## config.mk

```make
export PLATFORM = sky130hd
export DESIGN_NAME = csa_accum_seq
export DESIGN_NICKNAME = d
export VERILOG_FILES = /design/src/rtl/csa_accum_seq.sv
export SDC_FILE = /design/constraint.sdc
export NUM_CORES = 1
export LEC_CHECK = 0
export CAP_MARGIN = 20
export CORE_MARGIN = 4
export CORE_UTILIZATION = 58
export CTS_BUF_LIST = sky130_fd_sc_hd__clkbuf_16
export DETAILED_ROUTE_END_ITERATION = 8
export GPL_TIMING_DRIVEN = 1
export MAX_ROUTING_LAYER = met4
export PLACE_DENSITY = 0.82
export SYNTH_ARGS = -nofsm -noshare
export SYNTH_HDL_FRONTEND = slang
export SYNTH_SLANG_ARGS = --single-unit
```

## constraint.sdc

```tcl
create_clock -name clk -period 4.4 [get_ports clk]
set_input_delay 0.66 -clock clk [delete_from_list [all_inputs] [get_ports clk]]
set_output_delay 0.66 -clock clk [all_outputs]
set_load 0.03 [all_outputs]
```

## src/rtl/csa_accum_seq.sv

```systemverilog
// csa_accum_seq -- sequential reduction of a stream of unsigned operands.
//
// The running total is kept in carry-save form (S, C). Each accepted beat
// costs one 3:2 compression, so the per-beat path stays short whatever W is.
// The single carry-propagate add happens once per reduction, in RESOLVE.
//
// Ports
//   clk, rst_n          clock, asynchronous active-low reset
//   clr                 synchronous abort, drops any partial reduction/result
//   in_valid/in_ready   operand beat handshake
//   in_data [W]         operand (unsigned)
//   in_last             final operand of this reduction
//   out_valid/out_ready result handshake
//   out_data [W]        sum modulo 2^W
//   out_count [CW]      number of operands folded into out_data
//   out_ovf             reduction was cut short at MAX_OPS operands

// One bit of the 3:2 compressor: sum and majority (carry-out) of three bits.
module csa_accum_cell (
    input  logic a,
    input  logic b,
    input  logic c,
    output logic sum,
    output logic maj
);
    assign sum = a ^ b ^ c;
    assign maj = (a & b) | (a & c) | (b & c);
endmodule

module csa_accum_seq #(
    parameter int W       = 64,
    parameter int MAX_OPS = 32,
    parameter int CW      = $clog2(MAX_OPS) + 1
) (
    input  logic          clk,
    input  logic          rst_n,
    input  logic          clr,
    input  logic          in_valid,
    output logic          in_ready,
    input  logic [W-1:0]  in_data,
    input  logic          in_last,
    output logic          out_valid,
    input  logic          out_ready,
    output logic [W-1:0]  out_data,
    output logic [CW-1:0] out_count,
    output logic          out_ovf
);
    typedef enum logic [1:0] {IDLE, ACCUM, RESOLVE, DONE} state_t;

    state_t        state, state_nx;
    logic [W-1:0]  s_q, c_q;
    logic [W-1:0]  sum_b, maj_b;
    logic [W-1:0]  c_csa;
    logic [CW-1:0] count_q, cnt_inc;
    logic          ovf_q;
    logic          accept;
    logic          at_max;

    assign in_ready = (state == IDLE) || (state == ACCUM);
    assign accept   = in_valid && in_ready;
    assign cnt_inc  = count_q + CW'(1);
    assign at_max   = (cnt_inc == CW'(MAX_OPS));

    genvar i;
    generate
        for (i = 0; i < W; i++) begin : g_csa
            csa_accum_cell u_cell (
                .a   (in_data[i]),
                .b   (s_q[i]),
                .c   (c_q[i]),
                .sum (sum_b[i]),
                .maj (maj_b[i])
            );
        end
    endgenerate

    // Carry word weighs twice its bit position; the top carry falls off (mod 2^W).
    assign c_csa = maj_b << 1;

    always_ff @(posedge clk or negedge rst_n) begin
        if (!rst_n) state <= IDLE;
        else        state <= state_nx;
    end

    always_comb begin
        state_nx = state;
        if (clr) begin
            state_nx = IDLE;
        end else begin
            case (state)
                IDLE:    if (accept) state_nx = (in_last || MAX_OPS == 1) ? RESOLVE : ACCUM;
                ACCUM:   if (accept && (in_last || at_max)) state_nx = RESOLVE;
                RESOLVE: state_nx = DONE;
                DONE:    if (out_ready) state_nx = IDLE;
                default: state_nx = IDLE;
            endcase
        end
    end

    always_ff @(posedge clk or negedge rst_n) begin
        if (!rst_n) begin
            s_q       <= '0;
            c_q       <= '0;
            count_q   <= '0;
            ovf_q     <= 1'b0;
            out_valid <= 1'b0;
            out_data  <= '0;
            out_count <= '0;
            out_ovf   <= 1'b0;
        end else if (clr) begin
            // Overrides any simultaneous beat or result handshake.
            s_q       <= '0;
            c_q       <= '0;
            count_q   <= '0;
            ovf_q     <= 1'b0;
            out_valid <= 1'b0;
        end else begin
            case (state)
                IDLE: if (accept) begin
                    s_q     <= in_data;
                    c_q     <= '0;
                    count_q <= CW'(1);
                    ovf_q   <= !in_last && (MAX_OPS == 1);
                end
                ACCUM: if (accept) begin
                    s_q     <= sum_b;
                    c_q     <= c_csa;
                    count_q <= cnt_inc;
                    // Cut short without in_last: the next beat starts a new reduction.
                    ovf_q   <= !in_last && at_max;
                end
                RESOLVE: begin
                    out_data  <= s_q + c_q;
                    out_count <= count_q;
                    out_ovf   <= ovf_q;
                    out_valid <= 1'b1;
                end
                DONE: if (out_ready) begin
                    out_valid <= 1'b0;
                    s_q       <= '0;
                    c_q       <= '0;
                    count_q   <= '0;
                    ovf_q     <= 1'b0;
                end
                default: ;
            endcase
        end
    end
endmodule

```

==> impl_metrics.toml <==
[outcome]
status = "completed"

[cells_and_area]
syn2layout_area_growth_pct = 16.8
antennaDiodeCount = 0
drive_gt1_share_pct = 4.05
fin_util_pct = 69.0
fin_nets = 1791

[yosys]
ys_warn_count = 0
yosysTopAreaCell = "dfrtp_1"
synth_top_family_by_area = "simple AND/OR/NAND/NOR gates"
ys_dominant_reg_cell = "dfrtp_1"
yosys.area_share.simple_pct = 20.0
ys_seq_elements = 208
muxShareOfSynthArea_pct = 0.224
yosysSeqAreaShare_pct = 38.8
syn_avg_cell_area_um2 = 8.90
synth_top_area_share_pct = 38.8
synthArstFlopShare_pct = 100
syn-num-nets = 1708
synthXorXnorAreaFrac_pct = 3.27
syn_area_um2 = 13400
synth_cell_type_count = 65
synth_fa_ha_area_share_pct = 15.7
yosys-top-cells-area = "dfrtp_1 39%, fa_1 9.4%, nand2_1 7.7%, ha_1 6.3%, nor2_1 4.8%"
synth_compound_area_share_pct = 18.5
syn_inst = 1507
synth_edf_count = 0

[global_routing]
grt-ovfl-total = 0
antenna_found_initial = 0
grt_max_degree = 133
first_global_vias = 11700
grt_use_total_pct = 27.9
grt_first_pass_wirelength_um = 58500

[pwr]
p_leak_nw = 7.44
totalPowerFinal_mw = 9.89
powerDensity_nw_per_um2 = 632
peakVddDrop_uv = 342

[floorplanning]
dieHeight_um = 160
die_w_um = 160
start_util_pct = 59.1
ios = 143
num_rows = 55
fp.coreArea_um2 = 22700
dieArea_um2 = 25600

[route]
wl_met1_um = 15000
dr_wl_met3_um = 1760
drc = 0
via_count = 11600
routed.top_layer = "met4"
routedWlPerCell_um = 18.2
firstDrtPassIters = 5
antenna_left = 0
viasPerCell = 6.11
drt_iter0_drc = 1106
wl_met2_um = 16300
drt-total-wl_um = 34400

[sta]
tightestPinTransition_ns = 0.960
slew_viol_final = 0
tns_ns = 0
finClkSkew_ns = 0.0198
max-slew-margin-rel_pct = 36.0
fmax_mhz = 283
final_hold_viol_count = 0
rsz0062_at_grt = "false"
finalWorstSetupSlack_ns = 0.869
min_period_over_period_pct = 80.3
finalCriticalPeriod_ns = 3.53
setup_viol = 0

[setup_path]
cp_max_fo = 5
cp-start-kind = "register"
end_kind = "register"
cp_slowest_stage_delay_ns = 0.54
crit_type = "register to register"
worstPathRequired_ns = 4.74
crit_chain = "ha_1, a21oi_1, o21ai_1, a221oi_1, o211ai_1, a21o_1, a21o_1, a31oi_2, o21ai_1, a2111oi_0, a211oi_1"
crit_path_top_delay_cell = "a2111oi_0"
critPathArrivalTime_ns = 3.87

[placed_design]
gp_congestion = 0.970
pre_cts_ws_ns = 0.990
dp_hpwl_um = 24700
io_buffer_count = 142

[clock_tree]
clk_latency_ns = 0.52
tritoncts = "built"
max-clock-path-buffers = 3
cts.repair.resized = 0
htreeDepth = 1
postCtsHoldBufs = 0
cts_buffers = 23
post_cts_buffers = 0
clkSinkCount = 208
path_clk_slew_ns = 0.06
root_buffer = "clkbuf_16"

[flow_run]
maxCapViolCount = 0

[min_path]
hold_path_class = "primary input to asynchronous set/reset pin"
stage by stage:
step                      area (um^2)  hold slack (ns)  std cells
after CTS                       15700            0.349       1889
after global routing            15700            0.383       1889
after global placement          15000            0.457       1850
after floorplan                 13400            0.364       1507
final                           15700            0.314       1889
after detailed placement        15000            0.462       1850
metal layers:
layer | vias to the layer above | track usage [%]
li1 | 5465 | -
met1 | 5591 | 37.9
met2 | 405 | 44.2
met3 | 89 | 3.12
met4 | 0 | 9.66
met5 | - | -
cell type report:
class / instances / area, um^2
fill: 1766 / 7050
tap: 285 / 357
timing repair buffer: 155 / 1550
multi-input combinational: 1178 / 7780
sequential: 208 / 5200
clock inverter: 16 / 109
clock buffer: 23 / 576
inverter: 24 / 90.1
critical path: cells and delay by family (launching register included):
| kind | cells | cell delay (ns) |
|---|---|---|
| adders and majority gates | 1 | 0.37 |
| AOI/OAI and AO/OA | 10 | 2.57 |
| DFF | 1 | 0.41 |
final timing paths:
check / from / endpoint / slack [ns] / cells past startpoint
worst max-delay path: c_q[7]$_DFFE_PN0P_ / out_data[54]$_DFFE_PN0P_ / 0.87 / 11
worst min register to register: out_count[2]$_DFFE_PN0P_ / out_count[2]$_DFFE_PN0P_ / 0.47 / 2
worst min-delay path: rst_n / c_q[46]$_DFFE_PN0P_ / 0.31 / 1
worst max register to register: c_q[7]$_DFFE_PN0P_ / out_data[54]$_DFFE_PN0P_ / 0.87 / 11
min in group clk: out_count[2]$_DFFE_PN0P_ / out_count[2]$_DFFE_PN0P_ / 0.47 / 2
max in group asynchronous: rst_n / out_data[0]$_DFFE_PN0P_ / 3.09 / 2
cells in the mapped netlist, types with 10 or more instances:
library cell,number
a21oi_1,84
nand4_1,17
nand2_1,276
xor2_1,21
ha_1,68
nand3_1,91
nor3_1,14
a221oi_1,69
xnor2_1,29
nor2_1,171
o21ai_1,22
and3_1,12
nand2b_1,13
o21ai_0,73
o21bai_1,15
fa_1,63
a21o_1,38
dfrtp_1,208
a31oi_1,11
o21a_1,10
inv_1,24
clkbuf_1,89
sequential cells by signal, summed over array words and instances (netlist names):
register	flops
c_q	63
count_q	6
out_valid	1
out_data	64
ovf_q	1
out_count	6
out_ovf	1
s_q	64
state	2
placed cells by master (no fill, tap or decap), types with 3 or more instances in the layout:
master / n
a211oi_1: 6
a21o_1: 37
a21oi_1: 83
a221oi_1: 69
a31oi_1: 11
a41oi_1: 3
and3_1: 12
buf_4: 11
clkbuf_16: 23
clkdlybuf4s50_1: 141
clkinv_1: 5
clkinv_2: 3
dfrtp_1: 208
fa_1: 63
ha_1: 68
inv_1: 27
mux2i_1: 3
nand2_1: 276
nand2b_1: 12
nand3_1: 91
nand4_1: 17
nor2_1: 171
nor2b_1: 3
nor3_1: 13
o211ai_1: 6
o21a_1: 10
o21ai_0: 73
o21ai_1: 22
o21bai_1: 15
o22ai_1: 3
o31ai_1: 7
or3_1: 5
xnor2_1: 29
xor2_1: 21
kinds of logic (layout without fill, tap and decap cells):
group           count (synthesis)  after routing
compound gates                372            372
simple gates                  622            622
flops                         208            208
xor+xnor                       50             50
mux                             3              3
buf+inv                       121            218
fa+ha+maj                     131            131
report_power, final:
group | leakage, nW | internal (mW) | switching (mW) | total [mW]
Clock | 0.346 | 1.01 | 0.792 | 1.80
Combinational | 4.38 | 1.85 | 3.16 | 5.00
Sequential | 2.71 | 2.54 | 0.558 | 3.09
Power figures use the tool's default switching activity.
